`src/rtl/uart_frame_parser_if.sv`:
```
// Receive-byte handshake and decoded-frame bus of the UART frame parser.
// The driver side is the master, the parser is the slave.
interface uart_frame_parser_if;
    logic [7:0]  i_rx_data;
    logic        i_rx_rq;
    logic [63:0] o_data;
    logic [7:0]  o_num;
    logic        o_valid;
    logic        o_err;
    logic [1:0]  o_err_code;
    logic        o_busy;

    modport master (
        output i_rx_data, i_rx_rq,
        input  o_data, o_num, o_valid, o_err, o_err_code, o_busy
    );

    modport slave (
        input  i_rx_data, i_rx_rq,
        output o_data, o_num, o_valid, o_err, o_err_code, o_busy
    );
endinterface

```
`src/rtl/uart_frame_parser.sv`:
```
// Decodes HEAD, NUM, DATA_NUM payload bytes, TAIL frames from the UART receive strobe
// stream into a parallel word, flagging bad tails and inter-byte timeouts.
module uart_frame_parser #(
    parameter int unsigned DATA_NUM    = 6,
    parameter logic [7:0]  HEAD        = 8'h55,
    parameter logic [7:0]  TAIL        = 8'hAA,
    parameter int unsigned TIMEOUT_CYC = 100000
) (
    input  logic                i_clk,
    input  logic                i_rst,
    uart_frame_parser_if.slave  bus
);

    typedef enum logic [1:0] {
        ST_IDLE,
        ST_NUM,
        ST_DATA,
        ST_TAIL
    } state_t;

    localparam logic [3:0]  LAST_BYTE = 4'(DATA_NUM - 1);
    localparam logic [31:0] TO_LAST   = 32'(TIMEOUT_CYC - 1);

    state_t      state_q;
    logic [1:0]  rq_buf_q;
    logic [7:0]  rx_d_q;
    logic [3:0]  byte_cnt_q;
    logic [31:0] to_cnt_q;
    logic [63:0] data_shadow_q;
    logic [7:0]  num_shadow_q;
    logic [63:0] data_q;
    logic [7:0]  num_q;
    logic        valid_q;
    logic        err_q;
    logic [1:0]  err_code_q;
    logic        byte_stb;
    logic        timeout;

    // A held-high request produces a single strobe on its rising edge.
    assign byte_stb = (rq_buf_q == 2'b01);
    // A byte arriving in the expiry cycle takes precedence over the timeout.
    assign timeout  = (state_q != ST_IDLE) && !byte_stb && (to_cnt_q == TO_LAST);

    always_ff @(posedge i_clk or negedge i_rst) begin
        if (!i_rst) begin
            state_q       <= ST_IDLE;
            rq_buf_q      <= 2'b00;
            rx_d_q        <= 8'h00;
            byte_cnt_q    <= 4'd0;
            to_cnt_q      <= 32'd0;
            data_shadow_q <= 64'd0;
            num_shadow_q  <= 8'h00;
            data_q        <= 64'd0;
            num_q         <= 8'h00;
            valid_q       <= 1'b0;
            err_q         <= 1'b0;
            err_code_q    <= 2'b00;
        end else begin
            rq_buf_q <= {rq_buf_q[0], bus.i_rx_rq};
            rx_d_q   <= bus.i_rx_data;
            valid_q  <= 1'b0;
            err_q    <= 1'b0;

            if (state_q == ST_IDLE || byte_stb) begin
                to_cnt_q <= 32'd0;
            end else begin
                to_cnt_q <= to_cnt_q + 32'd1;
            end

            if (timeout) begin
                err_q      <= 1'b1;
                err_code_q <= 2'b10;
                state_q    <= ST_IDLE;
            end else if (byte_stb) begin
                case (state_q)
                    ST_IDLE: begin
                        if (rx_d_q == HEAD) begin
                            state_q <= ST_NUM;
                        end
                    end
                    ST_NUM: begin
                        num_shadow_q  <= rx_d_q;
                        data_shadow_q <= 64'd0;
                        byte_cnt_q    <= 4'd0;
                        state_q       <= ST_DATA;
                    end
                    ST_DATA: begin
                        data_shadow_q[{byte_cnt_q[2:0], 3'b000} +: 8] <= rx_d_q;
                        byte_cnt_q <= byte_cnt_q + 4'd1;
                        if (byte_cnt_q == LAST_BYTE) begin
                            state_q <= ST_TAIL;
                        end
                    end
                    ST_TAIL: begin
                        // A wrong tail byte is consumed here, never re-read as a HEAD.
                        if (rx_d_q == TAIL) begin
                            data_q  <= data_shadow_q;
                            num_q   <= num_shadow_q;
                            valid_q <= 1'b1;
                        end else begin
                            err_q      <= 1'b1;
                            err_code_q <= 2'b01;
                        end
                        state_q <= ST_IDLE;
                    end
                    default: state_q <= ST_IDLE;
                endcase
            end
        end
    end

    assign bus.o_data     = data_q;
    assign bus.o_num      = num_q;
    assign bus.o_valid    = valid_q;
    assign bus.o_err      = err_q;
    assign bus.o_err_code = err_code_q;
    assign bus.o_busy     = (state_q != ST_IDLE);

endmodule

```
`src/flat_wrapper.sv`:
```
// flat-port wrapper written by rule: the top's interface ports become plain ports
module uart_frame_parser_flat 
#(
    parameter int unsigned DATA_NUM    = 6,
    parameter logic [7:0]  HEAD        = 8'h55,
    parameter logic [7:0]  TAIL        = 8'hAA,
    parameter int unsigned TIMEOUT_CYC = 100000
)
  (i_clk, i_rst, bus_i_rx_data, bus_i_rx_rq, bus_o_data, bus_o_num, bus_o_valid, bus_o_err, bus_o_err_code, bus_o_busy);
  uart_frame_parser_if bus_i ();
  input  logic i_clk;
  input  logic i_rst;
  input wire logic [$bits(bus_i.i_rx_data)-1:0] bus_i_rx_data;
  input wire logic [$bits(bus_i.i_rx_rq)-1:0] bus_i_rx_rq;
  output wire logic [$bits(bus_i.o_data)-1:0] bus_o_data;
  output wire logic [$bits(bus_i.o_num)-1:0] bus_o_num;
  output wire logic [$bits(bus_i.o_valid)-1:0] bus_o_valid;
  output wire logic [$bits(bus_i.o_err)-1:0] bus_o_err;
  output wire logic [$bits(bus_i.o_err_code)-1:0] bus_o_err_code;
  output wire logic [$bits(bus_i.o_busy)-1:0] bus_o_busy;
  assign bus_i.i_rx_data = bus_i_rx_data;
  assign bus_i.i_rx_rq = bus_i_rx_rq;
  assign bus_o_data = bus_i.o_data;
  assign bus_o_num = bus_i.o_num;
  assign bus_o_valid = bus_i.o_valid;
  assign bus_o_err = bus_i.o_err;
  assign bus_o_err_code = bus_i.o_err_code;
  assign bus_o_busy = bus_i.o_busy;
  uart_frame_parser #(.DATA_NUM(DATA_NUM), .HEAD(HEAD), .TAIL(TAIL), .TIMEOUT_CYC(TIMEOUT_CYC)) u_core (.i_clk(i_clk), .i_rst(i_rst), .bus(bus_i));
endmodule
```
`config.mk`:
```
export PLATFORM = sky130hd
export DESIGN_NAME = uart_frame_parser_flat
export DESIGN_NICKNAME = d
export VERILOG_FILES = /design/src/rtl/uart_frame_parser_if.sv /design/src/rtl/uart_frame_parser.sv /design/src/flat_wrapper.sv
export SDC_FILE = /design/constraint.sdc
export NUM_CORES = 1
export LEC_CHECK = 0
export CORE_MARGIN = 3
export CORE_UTILIZATION = 50
export CTS_CLUSTER_SIZE = 14
export DETAILED_ROUTE_END_ITERATION = 8
export HOLD_SLACK_MARGIN = 0.12
export PLACE_DENSITY = 0.77
export SKIP_CTS_REPAIR_TIMING = 1
export SLEW_MARGIN = 20
export SYNTH_ARGS = -nofsm -noshare
export SYNTH_HDL_FRONTEND = slang
export SYNTH_SLANG_ARGS = --single-unit
```
`constraint.sdc`:
```
create_clock -name i_clk -period 4.5 [get_ports i_clk]
set_input_delay 0.9 -clock i_clk [delete_from_list [all_inputs] [get_ports i_clk]]
set_output_delay 0.9 -clock i_clk [all_outputs]
set_load 0.02 [all_outputs]
```
== Yosys cells after proc, flatten, opt, wreduce, memory -nomap -nowiden ==
Cells that the tools add are included.
Widths: inputs -> output; s select.
Storage, ports and cells
  register bits after elaboration: 196
  word-level logic and storage cells: 64
  bits of input ports: 11
  output and inout port bits: 77
Cells by class
  reduce and logical (&&, ||, !) cells: 14
  shift-type cells: 2
  multiplexer cells: 21
  bitwise operators: 1
  add/subtract/negate cells: 3
  eq/ne operators: 11
Operators by type and width (count)
  $pmux 64 s2: 1
  $bwmux 64: 1
  $shift 8x8->64 const A: 1
  $shiftx 8x8->64: 1
  $add 32x1->32 const B: 1
  $eq 32x17->1 const B: 1
  $mux 32: 1
  $mux 2: 8
  $reduce_and 3->1: 4
  $eq 8x7->1 const B: 1
  $eq 8x8->1 const B: 1
  $mux 1: 8
  $neg 6->8: 1
  $pmux 2 s4: 1
  $pmux 4 s2: 1
  $reduce_bool 2->1: 4
  $add 4x1->4 const B: 1
  $eq 2x1->1 const B: 2
  $eq 2x2->1 const B: 2
  $eq 4x3->1 const B: 1
  $reduce_and 4->1: 1
  $ne 3x1->1 const B: 1
  $ne 3x2->1 const B: 1
  $logic_and 1x1->1: 2
  other kinds (5): 5

== Longest topological paths before layout ==
  depth after elaboration: 6
  gate-level depth with buffers: 10
  mapped depth without buffers: 7

== Worst setup path after synthesis ==
No wires, ideal clock.
  kind: register to register
  from: register u_core.byte_cnt_q[0]
  to: register u_core.data_shadow_q[0]
  library setup time: 0.132 ns
  arrival time: 2.477 ns
  required time: 4.368 ns
  buffers on the path: 2
  path slack: 1.891 ns
  period minus slack after synthesis: 2.609 ns
  stages on the path, launching flop included: 10
  cells stage by stage: dfrtp_1 > inv_1 > ha_1 > ha_1 > or4b_2 > or4_1 > clkbuf_1 > clkbuf_1 > nand3_1 > o21ai_0
Between the ends
  cells in the longest elaborated chain, start to end: 4
  elaborated cells between the ends (all ways): 5
  those cells by class: 1 x add/sub; 2 x shift; 2 x mux
Ends and longest elaborated chain
  start, declared: RTL line uart_frame_parser.sv:27  | logic [3:0] byte_cnt_q;
  start signal, assigned: RTL line uart_frame_parser.sv:89  | byte_cnt_q <= byte_cnt_q + 4'd1;
  $neg 6->8 *: RTL line uart_frame_parser.sv:88  | data_shadow_q[{byte_cnt_q[2:0], 3'b000} +: 8] <= rx_d_q;
  $shiftx 8x8->64 / $shift 8x8->64 (equally long branches): RTL line uart_frame_parser.sv:88
  $bwmux 64 *: RTL line uart_frame_parser.sv:88
  $pmux 64 s2 *: RTL line uart_frame_parser.sv:75  | case (state_q)
  end signal, assigned by index: RTL line uart_frame_parser.sv:88
  end, declared: RTL line uart_frame_parser.sv:29  | logic [63:0] data_shadow_q;
Mark *: on every way between the ends. The rest lies on a longest branch, timed or not.
A chain may end at the register's enable or synchronous reset.

== Worst setup path in the final report ==
  from: register u_core.byte_cnt_q[0]
  to: register u_core.data_shadow_q[6]
Same word-level chain as after synthesis.

==> metrics.txt <==
post-layout instance area about 0.01 mm^2; final hold vios 0; worst path arrival time 3.18 ns; Power Density 419 mW/mm^2; Setup Crit Path Kind reg -> reg; Fillers 1,231; max-slew violations 0; largest area contributor in the netlist dfrtp_1; Yosys reg bits 196; DRT antenna net count 0; count of final setup violators 0; Row Count 46; skew final 0.0111 ns; Pwr Total 0.00416 W; switching share of power 0.299; Final min period 2.90 ns; CTS tree built; ys async rst share 1.00; top cell type's share of synthesized area 0.595; synth-to-layout area growth 20.4%; port buffer count just under 90; Root Buffer clkbuf_16; slew margin rel. 0.346; post-place setup slack 1.67 ns; most common cell after layout, fill and taps aside dfrtp_1; Cell variety after synth 46; WL/cell 18.1 um; initial antenna violation count 0; WL final approximately 18,000 um; worst-margin pin slew 0.981 ns; GP Congestion approximately 0.83; RSZ-0062 raised after global routing no; P_leak 4.51 nW; Nets 782; I/O pins 88; Die Height 134 um; global-route wire length before repair 29,400 um; nature of the critical path endpoint flop; Avg Synthesized Cell Area 12.0 um^2; sw power 0.00125 W; H-tree depth 4; layout cells sized above 1 0.172; starting density of the core 0.515; DRC viols 0; synthesized area 0.00824 mm^2; most frequent cells in the layout dfrtp_1, clkdlybuf4s50_1, mux2_2, nand2_1, o21ai_0; Hold Crit Class in -> async; core area 0.0160 mm^2; Die Wd around 130 um; Initial DRT Pass Iterations 5; f_max roughly 0.35 GHz; worst-path fanout max 13; largest net degree at the start of global routing 140; clock-pin slew on the worst setup and hold paths about 0.07 ns; clk_lat worst skew roughly 0.43 ns; clock share of power 0.361; register area share after synthesis 0.595; DP Wirelength between 10,000 and 15,000 um; CTS Sinks 196; Mapped Cells 688; Pint 0.00291 W; DR vias 5,652; Tcrit/Tclk final 0.644; YS warnings 0; number of flops mapped to enable cells by yosys 0; Final WS setup ~1.6 ns; Max-Cap Viols 0; VDD IR max 0.340 mV; outcome complete, no violations; Post-synth top flop dfrtp_1; largest cells by area after synthesis dfrtp_1, mux2_2, mux2i_1; total global-route track usage 0.205; Comb power frac 0.159; CTS Buffer Depth 2; worst hold margin 0.331 ns; CP Data Required Time roughly 4.8 ns; number of global-route vias before repair 5,562; Sequential Power Share 0.480; Syn Nets 710; crit path launch type flop; die area 0.0181 mm^2; starting DRC count in detailed routing 501; grt ovf 0; CTS buffer count 17; Fin Setup TNS 0 ns; DP Area 0.00929 mm^2; Ant. Diodes 0; Via-to-Cell Ratio 5.71
flip-flops by register name, indices dropped and copies added, names as in the netlist:
| name | flops |
|---|---|
| u_core.bus.o_valid | 1 |
| u_core.bus.o_num | 8 |
| u_core.rx_d_q | 8 |
| u_core.data_shadow_q | 64 |
| u_core.state_q | 2 |
| u_core.bus.o_err_code | 2 |
| u_core.rq_buf_q | 2 |
| u_core.num_shadow_q | 8 |
| u_core.bus.o_data | 64 |
| u_core.byte_cnt_q | 4 |
| u_core.bus.o_err | 1 |
| u_core.to_cnt_q | 32 |
power by group through the flow:
stage	logic, W	clock network (W)	registers, W
2_1_floorplan	0.000447	0	0.00199
3_3_place_gp	0.000605	0	0.00202
3_5_place_dp	0.000643	0	0.00203
4_1_cts	0.000653	0.00152	0.00200
5_1_grt	0.000735	0.00159	0.00202
6_report	0.000661	0.00150	0.00200
per-layer routing:
layer  track usage  wire length, um  vias to the layer above
li1              -                -                     2603
met1         0.284             7900                     2862
met2         0.335             8860                      173
met3        0.0409              940                       14
met4        0.0509              181                        0
met5             0                0                        -
layout make-up:
type / count / area (um^2) / area share
clock inverters: 13 / 146 / 0.0148
multi-input cells: 440 / 3160 / 0.318
clock buffers: 19 / 443 / 0.0447
well taps: 216 / 270 / 0.0272
repair buffers: 93 / 953 / 0.0961
flip-flops and latches: 196 / 4900 / 0.494
inverters: 12 / 45.0 / 0.00454
final timing paths:
kind / from / endpoint / slack (ns) / depth (start not counted)
min reg2reg: u_core.rq_buf_q[0]$_DFF_PN0_ / u_core.rq_buf_q[1]$_DFF_PN0_ / 0.49 / 0
min: i_rst / u_core.data_shadow_q[23]$_DFFE_PN0P_ / 0.33 / 1
max in group asynchronous: i_rst / u_core.data_shadow_q[30]$_DFFE_PN0P_ / 3.38 / 2
max: u_core.byte_cnt_q[0]$_DFFE_PN0P_ / u_core.data_shadow_q[6]$_DFFE_PN0P_ / 1.60 / 7
min in group i_clk: u_core.rq_buf_q[0]$_DFF_PN0_ / u_core.rq_buf_q[1]$_DFF_PN0_ / 0.49 / 0
max reg2reg: u_core.byte_cnt_q[0]$_DFFE_PN0P_ / u_core.data_shadow_q[6]$_DFFE_PN0P_ / 1.60 / 7
stage by stage:
| step | instances | utilization |
|---|---|---|
| global placement | 956 | 0.581 |
| floorplan | 688 | - |
| global route | 989 | 0.620 |
| finish | 989 | 0.620 |
| detailed placement | 956 | 0.581 |
| CTS | 988 | 0.618 |
cells in the mapped netlist (all sizes together) (3+ instances only):
library cell / count
a21oi: 17
a22oi: 3
buf: 3
clkbuf: 37
dfrtp: 196
ha: 11
inv: 12
mux2: 80
mux2i: 37
nand2: 59
nand3: 42
nand4: 13
nor2: 28
nor3: 7
nor4: 6
nor4bb: 3
o21ai: 54
o31ai: 8
or2: 4
or3: 9
or4: 21
xnor2: 5
xor2: 7
cells by family (layout without fill, tap and decap cells):
kind of cell / Yosys count / count (layout) / share of synthesized area
and+or+nand+nor: 209 / 209 / 0.135
buffers and inverters: 52 / 137 / 0.0237
AOI/OAI and AO/OA: 91 / 91 / 0.0622
adders and majority gates: 11 / 11 / 0.0167
muxes: 117 / 117 / 0.154
DFF: 196 / 196 / 0.595
xor gates and xnor gates: 12 / 12 / 0.0128
worst max-delay path, stage by stage (launching register included):
cell and delay [ns]:
dfrtp_1 0.50, inv_1 0.08, ha_1 0.23, ha_1 0.34, or4b_2 0.61, or4_1 0.65, mux2i_1 0.24, o21ai_0 0.10
Power figures use the tool's default switching activity.
